File: config.mk
export PLATFORM = sky130hd
export DESIGN_NAME = ps2_keyboard_rx
export DESIGN_NICKNAME = d
export VERILOG_FILES = /design/src/rtl/ps2_pkg.sv /design/src/rtl/ps2_rx_fifo.sv /design/src/rtl/ps2_keyboard_rx.sv
export SDC_FILE = /design/constraint.sdc
export NUM_CORES = 1
export LEC_CHECK = 0
export CORE_MARGIN = 8
export CORE_UTILIZATION = 46
export CTS_BUF_LIST = sky130_fd_sc_hd__clkbuf_4 sky130_fd_sc_hd__clkbuf_8 sky130_fd_sc_hd__clkbuf_16
export CTS_CLUSTER_DIAMETER = 150
export CTS_CLUSTER_SIZE = 24
export DETAILED_ROUTE_END_ITERATION = 10
export REMOVE_ABC_BUFFERS = 1
export SKIP_CTS_REPAIR_TIMING = 1
export SLEW_MARGIN = 20
export SYNTH_ARGS = -nofsm -noshare
export SYNTH_HDL_FRONTEND = slang
export SYNTH_SLANG_ARGS = --single-unit
File: constraint.sdc
create_clock -name CLK -period 4.68 [get_ports CLK]
set_input_delay 1.404 -clock CLK [delete_from_list [all_inputs] [get_ports CLK]]
set_output_delay 1.404 -clock CLK [all_outputs]
set_load 0.02 [all_outputs]
File: src/rtl/ps2_pkg.sv
// Shared types and constants for the PS/2 keyboard receiver.
//   PS2_EXT_PREFIX / PS2_BREAK_PREFIX : scan-code prefixes folded into events
//   ps2_state_e                       : deframer FSM states
//   ps2_entry_t                       : one buffered key event {ext, brk, code}
package ps2_pkg;

   localparam logic [7:0]  PS2_EXT_PREFIX   = 8'hE0;
   localparam logic [7:0]  PS2_BREAK_PREFIX = 8'hF0;
   localparam int unsigned PS2_FRAME_BITS   = 11;

   typedef enum logic [1:0] {
      IDLE,
      SHIFT,
      CHECK
   } ps2_state_e;

   typedef struct packed {
      logic       ext;
      logic       brk;
      logic [7:0] code;
   } ps2_entry_t;

   // Frame is {stop, parity, data[7:0], start}; valid when start=0, stop=1, odd weight.
   function automatic logic ps2_frame_ok(input logic [PS2_FRAME_BITS-1:0] f);
      return !f[0] && f[10] && (^f[9:1]);
   endfunction

endpackage

File: src/rtl/ps2_rx_fifo.sv
// Synchronous first-word-fall-through FIFO.
//   clk, rst_n  : clock, async active-low reset
//   push_i/din_i: write request and data; dropped (overflow_o pulse) when full
//                 unless a pop happens in the same cycle
//   pop_i       : consume head entry; ignored when empty
//   dout_o      : head entry (zero when empty), valid_o: non-empty
//   empty_o, full_o, level_o : occupancy status
//   overflow_o  : one-cycle pulse for each dropped push
module ps2_rx_fifo #(
   parameter int unsigned WIDTH = 8,
   parameter int unsigned DEPTH = 4
) (
   input  logic                           clk,
   input  logic                           rst_n,
   input  logic                           push_i,
   input  logic [WIDTH-1:0]               din_i,
   input  logic                           pop_i,
   output logic [WIDTH-1:0]               dout_o,
   output logic                           valid_o,
   output logic                           empty_o,
   output logic                           full_o,
   output logic [$clog2(DEPTH+1)-1:0]     level_o,
   output logic                           overflow_o
);

   localparam int unsigned PTR_W = $clog2(DEPTH);
   localparam int unsigned LVL_W = $clog2(DEPTH + 1);

   logic [WIDTH-1:0] mem_q [DEPTH];
   logic [WIDTH-1:0] mem_d [DEPTH];
   logic [PTR_W-1:0] wr_ptr_q, wr_ptr_d;
   logic [PTR_W-1:0] rd_ptr_q, rd_ptr_d;
   logic [LVL_W-1:0] level_q, level_d;
   logic [WIDTH-1:0] head_q, head_d;
   logic             valid_q, valid_d;
   logic             empty_q, empty_d;
   logic             full_q, full_d;
   logic             ovf_q, ovf_d;
   logic             push_c, pop_c;

   // Next-state: a pop frees a slot, so a push into a full FIFO succeeds alongside it.
   always_comb begin
      mem_d    = mem_q;
      wr_ptr_d = wr_ptr_q;
      rd_ptr_d = rd_ptr_q;
      pop_c    = pop_i && valid_q;
      push_c   = push_i && (!full_q || pop_c);
      ovf_d    = push_i && full_q && !pop_c;
      if (push_c) begin
         mem_d[wr_ptr_q] = din_i;
         wr_ptr_d        = wr_ptr_q + PTR_W'(1);
      end
      if (pop_c) begin
         rd_ptr_d = rd_ptr_q + PTR_W'(1);
      end
      level_d = level_q + LVL_W'(push_c) - LVL_W'(pop_c);
      valid_d = (level_d != '0);
      empty_d = (level_d == '0);
      full_d  = (level_d == LVL_W'(DEPTH));
      head_d  = valid_d ? mem_d[rd_ptr_d] : '0;
   end

   always_ff @(posedge clk or negedge rst_n) begin
      if (!rst_n) begin
         mem_q    <= '{default: '0};
         wr_ptr_q <= '0;
         rd_ptr_q <= '0;
         level_q  <= '0;
         head_q   <= '0;
         valid_q  <= 1'b0;
         empty_q  <= 1'b1;
         full_q   <= 1'b0;
         ovf_q    <= 1'b0;
      end else begin
         mem_q    <= mem_d;
         wr_ptr_q <= wr_ptr_d;
         rd_ptr_q <= rd_ptr_d;
         level_q  <= level_d;
         head_q   <= head_d;
         valid_q  <= valid_d;
         empty_q  <= empty_d;
         full_q   <= full_d;
         ovf_q    <= ovf_d;
      end
   end

   assign dout_o     = head_q;
   assign valid_o    = valid_q;
   assign empty_o    = empty_q;
   assign full_o     = full_q;
   assign level_o    = level_q;
   assign overflow_o = ovf_q;

endmodule

File: src/rtl/ps2_keyboard_rx.sv
// PS/2 keyboard receiver: tick divider, input synchronisers, clock glitch
// filter, 11-bit deframer with timeout, E0/F0 prefix folding, event FIFO.
//   CLK, RST_N          : board clock, async active-low reset
//   PS2_CLK, PS2_DATA   : asynchronous keyboard lines
//   KEY_VALID/KEY_READY : FIFO head handshake
//   KEY_CODE/EXT/BREAK  : head event
//   FRAME_ERR, OVERFLOW : one-cycle error pulses
//   FIFO_LEVEL          : stored event count
module ps2_keyboard_rx
   import ps2_pkg::*;
#(
   parameter int unsigned CLK_DIV       = 250,
   parameter int unsigned FILTER_LEN    = 4,
   parameter int unsigned TIMEOUT_TICKS = 4000,
   parameter int unsigned FIFO_DEPTH    = 4
) (
   input  logic                              CLK,
   input  logic                              RST_N,
   input  logic                              PS2_CLK,
   input  logic                              PS2_DATA,
   output logic                              KEY_VALID,
   input  logic                              KEY_READY,
   output logic [7:0]                        KEY_CODE,
   output logic                              KEY_EXT,
   output logic                              KEY_BREAK,
   output logic                              FRAME_ERR,
   output logic                              OVERFLOW,
   output logic [$clog2(FIFO_DEPTH+1)-1:0]   FIFO_LEVEL
);

   localparam int unsigned DIV_W   = $clog2(CLK_DIV);
   localparam int unsigned TO_W    = $clog2(TIMEOUT_TICKS + 1);
   localparam int unsigned LVL_W   = $clog2(FIFO_DEPTH + 1);
   localparam int unsigned ENTRY_W = $bits(ps2_entry_t);

   logic [DIV_W-1:0]          div_cnt_q, div_cnt_d;
   logic                      clk_s1_q, clk_s1_d, clk_s2_q, clk_s2_d;
   logic                      dat_s1_q, dat_s1_d, dat_s2_q, dat_s2_d;
   logic [FILTER_LEN-1:0]     filt_sr_q, filt_sr_d;
   logic                      filt_clk_q, filt_clk_d;
   ps2_state_e                state_q, state_d;
   logic [3:0]                bitcnt_q, bitcnt_d;
   logic [PS2_FRAME_BITS-1:0] shreg_q, shreg_d;
   logic [TO_W-1:0]           to_cnt_q, to_cnt_d;
   logic                      ext_q, ext_d, brk_q, brk_d;
   logic                      push_q, push_d;
   ps2_entry_t                entry_q, entry_d;
   logic                      err_q, err_d;
   logic                      frame_err_q, frame_err_d;

   logic                      tick_c, bit_evt_c;
   logic [7:0]                code_c;
   ps2_entry_t                fifo_head;
   logic                      fifo_empty, fifo_full;

   // Next-state for divider, synchronisers, filter, deframer and prefix flags.
   always_comb begin
      div_cnt_d   = div_cnt_q;
      clk_s1_d    = PS2_CLK;
      clk_s2_d    = clk_s1_q;
      dat_s1_d    = PS2_DATA;
      dat_s2_d    = dat_s1_q;
      filt_sr_d   = filt_sr_q;
      filt_clk_d  = filt_clk_q;
      state_d     = state_q;
      bitcnt_d    = bitcnt_q;
      shreg_d     = shreg_q;
      to_cnt_d    = to_cnt_q;
      ext_d       = ext_q;
      brk_d       = brk_q;
      push_d      = 1'b0;
      entry_d     = entry_q;
      err_d       = 1'b0;
      frame_err_d = err_q;
      bit_evt_c   = 1'b0;
      code_c      = shreg_q[8:1];

      tick_c    = (div_cnt_q == DIV_W'(CLK_DIV - 1));
      div_cnt_d = tick_c ? '0 : div_cnt_q + DIV_W'(1);

      // Filtered clock only moves once FILTER_LEN consecutive ticks agree.
      if (tick_c) begin
         filt_sr_d = (filt_sr_q << 1) | FILTER_LEN'(clk_s2_q);
         if (filt_sr_d == '0) begin
            filt_clk_d = 1'b0;
         end else if (&filt_sr_d) begin
            filt_clk_d = 1'b1;
         end
         bit_evt_c = filt_clk_q && !filt_clk_d;
      end

      case (state_q)
         IDLE: begin
            if (bit_evt_c && !dat_s2_q) begin
               state_d  = SHIFT;
               bitcnt_d = 4'd1;
               shreg_d  = {dat_s2_q, shreg_q[PS2_FRAME_BITS-1:1]};
               to_cnt_d = '0;
            end
         end
         SHIFT: begin
            if (bit_evt_c) begin
               shreg_d  = {dat_s2_q, shreg_q[PS2_FRAME_BITS-1:1]};
               bitcnt_d = bitcnt_q + 4'd1;
               to_cnt_d = '0;
               if (bitcnt_q == 4'(PS2_FRAME_BITS - 1)) begin
                  state_d = CHECK;
               end
            end else if (tick_c) begin
               // Stalled frame: drop it silently along with any pending prefixes.
               if (to_cnt_q == TO_W'(TIMEOUT_TICKS - 1)) begin
                  state_d  = IDLE;
                  bitcnt_d = '0;
                  to_cnt_d = '0;
                  ext_d    = 1'b0;
                  brk_d    = 1'b0;
               end else begin
                  to_cnt_d = to_cnt_q + TO_W'(1);
               end
            end
         end
         CHECK: begin
            state_d  = IDLE;
            bitcnt_d = '0;
            if (!ps2_frame_ok(shreg_q)) begin
               err_d = 1'b1;
               ext_d = 1'b0;
               brk_d = 1'b0;
            end else if (code_c == PS2_EXT_PREFIX) begin
               ext_d = 1'b1;
            end else if (code_c == PS2_BREAK_PREFIX) begin
               brk_d = 1'b1;
            end else begin
               push_d       = 1'b1;
               entry_d.ext  = ext_q;
               entry_d.brk  = brk_q;
               entry_d.code = code_c;
               ext_d        = 1'b0;
               brk_d        = 1'b0;
            end
         end
         default: state_d = IDLE;
      endcase
   end

   always_ff @(posedge CLK or negedge RST_N) begin
      if (!RST_N) begin
         div_cnt_q   <= '0;
         clk_s1_q    <= 1'b1;
         clk_s2_q    <= 1'b1;
         dat_s1_q    <= 1'b1;
         dat_s2_q    <= 1'b1;
         filt_sr_q   <= '1;
         filt_clk_q  <= 1'b1;
         state_q     <= IDLE;
         bitcnt_q    <= '0;
         shreg_q     <= '0;
         to_cnt_q    <= '0;
         ext_q       <= 1'b0;
         brk_q       <= 1'b0;
         push_q      <= 1'b0;
         entry_q     <= '0;
         err_q       <= 1'b0;
         frame_err_q <= 1'b0;
      end else begin
         div_cnt_q   <= div_cnt_d;
         clk_s1_q    <= clk_s1_d;
         clk_s2_q    <= clk_s2_d;
         dat_s1_q    <= dat_s1_d;
         dat_s2_q    <= dat_s2_d;
         filt_sr_q   <= filt_sr_d;
         filt_clk_q  <= filt_clk_d;
         state_q     <= state_d;
         bitcnt_q    <= bitcnt_d;
         shreg_q     <= shreg_d;
         to_cnt_q    <= to_cnt_d;
         ext_q       <= ext_d;
         brk_q       <= brk_d;
         push_q      <= push_d;
         entry_q     <= entry_d;
         err_q       <= err_d;
         frame_err_q <= frame_err_d;
      end
   end

   ps2_rx_fifo #(
      .WIDTH (ENTRY_W),
      .DEPTH (FIFO_DEPTH)
   ) u_fifo (
      .clk        (CLK),
      .rst_n      (RST_N),
      .push_i     (push_q),
      .din_i      (entry_q),
      .pop_i      (KEY_READY),
      .dout_o     (fifo_head),
      .valid_o    (KEY_VALID),
      .empty_o    (fifo_empty),
      .full_o     (fifo_full),
      .level_o    (FIFO_LEVEL),
      .overflow_o (OVERFLOW)
   );

   assign KEY_CODE  = fifo_head.code;
   assign KEY_EXT   = fifo_head.ext;
   assign KEY_BREAK = fifo_head.brk;
   assign FRAME_ERR = frame_err_q;

   // FIFO status flags must stay consistent with the level count.
   a_fifo_flags: assert property (@(posedge CLK) disable iff (!RST_N)
      !(fifo_full && fifo_empty) && (fifo_full == (FIFO_LEVEL == LVL_W'(FIFO_DEPTH))));

endmodule
Yosys cells after proc, flatten, opt, wreduce, memory -nomap -nowiden
Index checks and enable logic that the tools add are counted.
{"block": "word_totals", "regBits": 120, "input_bits": 5, "out_inout_bits": 16}
{"block": "op_classes", "add_sub_neg": 7, "magnitude_cmp": 3, "n_eq_ne": 18, "n_mux": 50, "bitwise_logic": 5, "n_reduce_logical": 30}
{"cell": "2-to-1 mux 12 bit", "n": 4}
{"cell": "bitwise mux 40 bit", "n": 1}
{"cell": "2-to-1 mux 10 bit", "n": 4}
{"cell": "2-to-1 mux 40 bit", "n": 1}
{"cell": "equality test 8 bit (second input constant)", "n": 3}
{"cell": "case mux 12 bit (2 select lines)", "n": 1}
{"cell": "2-to-1 mux 11 bit", "n": 2}
{"cell": "case mux 11 bit (2 select lines)", "n": 1}
{"cell": "binary-select mux 10 bit (select 2 bit)", "n": 1}
{"cell": "demux 10 bit (select 2 bit)", "n": 1}
{"cell": "2-to-1 mux 1 bit", "n": 19}
{"cell": "2-to-1 mux 4 bit", "n": 4}
{"cell": "AND reduction 4 bit", "n": 4}
{"cell": "adder 12 x 1 -> 12 bit (second input constant)", "n": 1}
{"cell": "equality test 12 bit (second input constant)", "n": 1}
{"cell": "2-to-1 mux 2 bit", "n": 6}
{"cell": "!= test 3 bit (second input constant)", "n": 4}
{"cell": "case mux 4 bit (3 select lines)", "n": 1}
{"cell": "!= test 2 bit (second input constant)", "n": 5}
{"cell": "AND reduction 5 bit", "n": 2}
{"cell": "logical AND 1 bit", "n": 9}
{"cell": "XOR reduction 9 bit", "n": 1}
{"cell": "adder 8 x 1 -> 8 bit (second input constant)", "n": 1}
{"cell": "2-to-1 mux 8 bit", "n": 1}
{"cell": "other kinds (23)", "n": 35}

Logic depth before layout (Yosys ltp)
{"block": "depth", "depth_word": 11, "depth_mapped": 12, "ltp_nobuf": 11}

Modules after synthesis
From an unflattened synthesis, not the netlist that was laid out.
{"block": "hier_totals", "cells_unflattened": 490, "area_unflattened_um2": 5823.1}
{"mod": "ps2_keyboard_rx", "instances": 1, "cells_per_inst": 286, "area_per_inst_um2": 3096.7, "seq_area_each_um2": 1511.4}
{"mod": "ps2_rx_fifo", "instances": 1, "cells_per_inst": 204, "area_per_inst_um2": 2726.4, "seq_area_each_um2": 1527.7}

Least setup slack after synthesis
OpenSTA, ideal clock, no wires.
{"block": "synth_path", "path_type": "input-to-reg", "startpoint": "in KEY_READY", "endpoint": "reg u_fifo.head_q[0] (netlist: u_fifo.dout_o[0])", "setup_ps": 136, "arrival_time_ps": 3285, "t_required_ps": 4544, "slack_ps": 1259, "stages": 12, "path_cell_list": "nand2_1 -> inv_1 -> ha_1 -> inv_1 -> ha_1 -> fa_1 -> xnor2_1 -> xnor2_1 -> nand2_1 -> nand2b_1 -> buf_1 -> o32ai_1"}
{"block": "synth_between", "word_cells_on_any_way": 13, "cone_classes": "add/sub: 2; mux: 6; bitwise: 1; reduce/logical: 4"}
{"element": "start, declared", "line": "ps2_keyboard_rx.sv:22", "text": "input logic KEY_READY,"}
{"element": "logical AND 1 bit *", "line": "ps2_rx_fifo.sv:46", "text": "pop_c = pop_i && valid_q;"}
{"element": "logical OR 1 bit", "line": "ps2_rx_fifo.sv:47", "text": "push_c = push_i && (!full_q || pop_c);"}
{"element": "logical AND 1 bit", "line": "ps2_rx_fifo.sv:47"}
{"element": "adder 3 x 1 -> 3 bit", "line": "ps2_rx_fifo.sv:56", "text": "level_d = level_q + LVL_W'(push_c) - LVL_W'(pop_c);"}
{"element": "subtractor 3 x 1 -> 3 bit *", "line": "ps2_rx_fifo.sv:56"}
{"element": "nonzero test 3 bit *", "line": "ps2_rx_fifo.sv:57", "text": "valid_d = (level_d != '0);"}
{"element": "via u_fifo.valid_d", "line": "ps2_rx_fifo.sv:35", "text": "logic valid_q, valid_d;"}
{"element": "2-to-1 mux 10 bit *", "line": "ps2_rx_fifo.sv:60", "text": "head_d = valid_d ? mem_d[rd_ptr_d] : '0;"}
{"element": "via u_fifo.head_d[0]", "line": "ps2_rx_fifo.sv:34", "text": "logic [WIDTH-1:0] head_q, head_d;"}
{"element": "end signal, assigned", "line": "ps2_rx_fifo.sv:69", "text": "head_q <= '0;"}
{"element": "end signal, assigned", "line": "ps2_rx_fifo.sv:79", "text": "head_q <= head_d;"}
{"element": "end, declared", "line": "ps2_rx_fifo.sv:34"}
The timed path passes the listed nets; every way through them passes the cells marked *. The select of a mux whose other input is x is not followed.
A chain may end at the register's enable or synchronous reset.

Final worst setup path
{"block": "layout_path", "startpoint": "in KEY_READY", "endpoint": "reg u_fifo.head_q[1] (netlist: u_fifo.dout_o[1])"}
The elaborated chain is that of the path after synthesis.

==> impl_metrics.py <==
metrics = {
    "status": {
        "status": "complete, no violations",
    },
    "setup_path": {
        "end_kind": "flop",
        "r2r_slack_ps": 1870,
        "r2r-end": "entry_q[5]$_DFFE_PN0P_",
        "critPathArrivalTime_ps": 3960,
        "critPathKind": "primary input to flop",
        "crit_fanout": 10,
        "start_kind": "primary input",
        "r2r_start": "shreg_q[7]$_DFFE_PN0P_",
        "reg2reg_depth": 6,
        "crit_required_ps": 4950,
    },
    "yosys": {
        "ys_warn_count": 0,
        "ys_ff_latch": 120,
        "synth_cell_types": 58,
        "synth_edf_count": 0,
        "synthTopCellsByCount": "dfrtp_1, mux2_2, nand2_1",
        "synth_area_leaders": "dfrtp_1, mux2_2, ha_1",
        "syn_avg_cell_area_um2": 12.3,
        "syn_inst": 451,
        "async_flop_share": 1.00,
        "synth_top_cell_by_area": "dfrtp_1",
        "seq_area_frac_synth": 0.543,
        "synth-main-ff-cell": "dfrtp_1",
        "yosys.area.top_type_share": 0.505,
        "yosysMostFrequentCell": "dfrtp_1",
        "synth_area_mm2": 0.00555,
    },
    "timing": {
        "finalSetupViolCount": 0,
        "worstMarginPinSlew_ps": 1080,
        "setup_ws_ps": 984,
        "tns_ps": 0,
        "fin_crit_sh": 0.790,
        "fin_crit_ps": 3700,
        "drv_slew": 0,
        "slew_headroom": 0.278,
        "rsz0062_at_grt": "false",
        "fmax_mhz": 271,
        "hold_viol": 0,
        "skew_ps": 7.86,
        "fin_hold_ws_ps": 350,
    },
    "global_route": {
        "met3_usage": 0.0515,
        "gr-total-overflow": 0,
        "grt_util_met1": 0.185,
        "grt_pass1_vias": 3694,
        "grt_pass1_wl_mm": 18.8,
        "grt_max_degree": 73,
        "grtUsageTotal": 0.149,
        "antenna_found_initial": 0,
        "use_met2": 0.237,
        "top_usage_layer": "met2",
    },
    "floorplanning": {
        "row_count": 40,
        "die_area_mm2": 0.0158,
        "start_util": 0.466,
        "pin_count": 21,
        "die_h_um": 126,
        "die_w_um": 126,
        "core-area_mm2": 0.0119,
    },
    "layout": {
        "num_antenna_cells": 0,
        "nets": 510,
        "area_growth_pct": 17.2,
        "drive_above_1_share": 0.241,
    },
    "routing": {
        "num_vias": 3581,
        "firstDrtPassIters": 6,
        "postRouteAntennaNets": 0,
        "wirelength_mm": 10.8,
        "viasPerCell": 5.56,
        "drc_errors": 0,
        "drtIter0Drc": 223,
        "wl_per_cell_um": 16.7,
    },
    "clock_network": {
        "clk_pin_slew_ps": 50,
        "clk_latency_ps": 410,
        "cts_root_buf": "clkbuf_16",
        "cts.path.max_buffers": 2,
        "cts.sinks": 120,
        "cts_made_buffers": 17,
        "h-tree-depth": 4,
        "cts_tree": "built",
    },
    "hold_path": {
        "hp-start": "err_q$_DFF_PN0_",
        "holdPathEnd": "FRAME_ERR$_DFF_PN0_",
        "holdCritPathClass": "flop to flop",
        "worstHoldPathCells": 0,
    },
    "pwr": {
        "p_per_area_mw_per_mm2": 441,
        "leakage_nw": 3.04,
        "vdd_ir_drop_max_uv": 263,
    },
    "place": {
        "preCtsSetupSlack_ps": 545,
        "dp_hpwl_mm": 7.06,
        "portBuffers": 20,
        "gp_congestion": 0.787,
    },
    "flow_run": {
        "max_cap_viol_count": 0,
    },
}
## power breakdown
part / leakage [nW] / internal (mW) / switching, mW / total, mW
registers: 1.61 / 1.09 / 0.0252 / 1.12
logic: 1.13 / 0.203 / 0.311 / 0.513
clock network: 0.298 / 0.805 / 0.433 / 1.24
total: 3.04 / 2.10 / 0.769 / 2.87
## metrics by stage
stage / utilization / instance area (um2) / std cells / power, mW
floorplan: - / 5490 / 439 / 1.46
global placement: 0.497 / 5920 / 611 / 1.65
detailed placement: 0.497 / 5920 / 611 / 1.65
CTS: 0.545 / 6500 / 643 / 2.91
global route: 0.546 / 6500 / 644 / 3.00
finish: 0.546 / 6500 / 644 / 2.87
## area by class of cell
type	instances	area, um2
clock inverter	9	70.1
multi-input combinational	294	2390
clock buffer	23	508
inverter	25	93.8
sequential	120	3010
fill	1046	5410
timing repair buffer	26	243
tap	147	184
## cell families (layout without fill, tap and decap cells)
| family | Yosys count | after routing | synth area share |
|---|---|---|---|
| XOR/XNOR | 11 | 11 | 0.0198 |
| adder cells (fa/ha/maj) | 21 | 21 | 0.0487 |
| AND/OR/NAND/NOR | 110 | 110 | 0.106 |
| AO/OA/AOI/OAI | 79 | 79 | 0.110 |
| multiplexers | 73 | 73 | 0.146 |
| buffers and inverters | 37 | 83 | 0.0271 |
| flip-flops | 120 | 120 | 0.543 |
## registers in the layout, summed over array words and instances, names as in the netlist, 2 cells and up
name,cells
bitcnt_q,4
div_cnt_q,8
entry_q,10
filt_sr_q,3
shreg_q,11
state_q,2
to_cnt_q,12
u_fifo.dout_o,10
u_fifo.level_o,3
u_fifo.mem_q,40
u_fifo.rd_ptr_q,2
u_fifo.wr_ptr_q,2
## placed cells by master (no fill, tap or decap), types with 12 or more instances in the layout
cell type / count
o21ai_0: 12
nand2_1: 28
inv_1: 25
nor2_1: 25
mux2_2: 62
clkdlybuf4s50_1: 19
dfrtp_1: 112
nand3_1: 16
ha_1: 20
o22ai_1: 13
clkbuf_16: 17
## routing by layer
metal  wire length [um]  share of wire  vias to the layer above
li1                   -              -                     1715
met2               5290           0.49                       42
met4                108          0.010                        0
met1               4990           0.46                     1813
met5                  0              0                        -
met3                398          0.037                       11
## how the worst max path moves through the flow
stage	start	end	slack, ps
after floorplan	KEY_READY	u_fifo.dout_o[0]$_DFF_PN0_	1370
after CTS	KEY_READY	u_fifo.dout_o[4]$_DFF_PN0_	970
after global placement	KEY_READY	u_fifo.dout_o[8]$_DFF_PN0_	640
after global routing	KEY_READY	u_fifo.dout_o[4]$_DFF_PN0_	740
after detailed placement	KEY_READY	u_fifo.dout_o[4]$_DFF_PN0_	550
final	KEY_READY	u_fifo.dout_o[1]$_DFF_PN0_	980
## worst max-delay path, cell delays in order
cell and delay (ps):
clkdlybuf4s50_1 450, nand2_1 130, inv_1 50, ha_1 260
inv_1 40, ha_1 180, fa_1 370, xnor2_1 210
xnor2_1 190, nand2_1 150, nand2b_1 350, o32ai_1 180
Note: power is estimated with default switching activity, not from simulation.
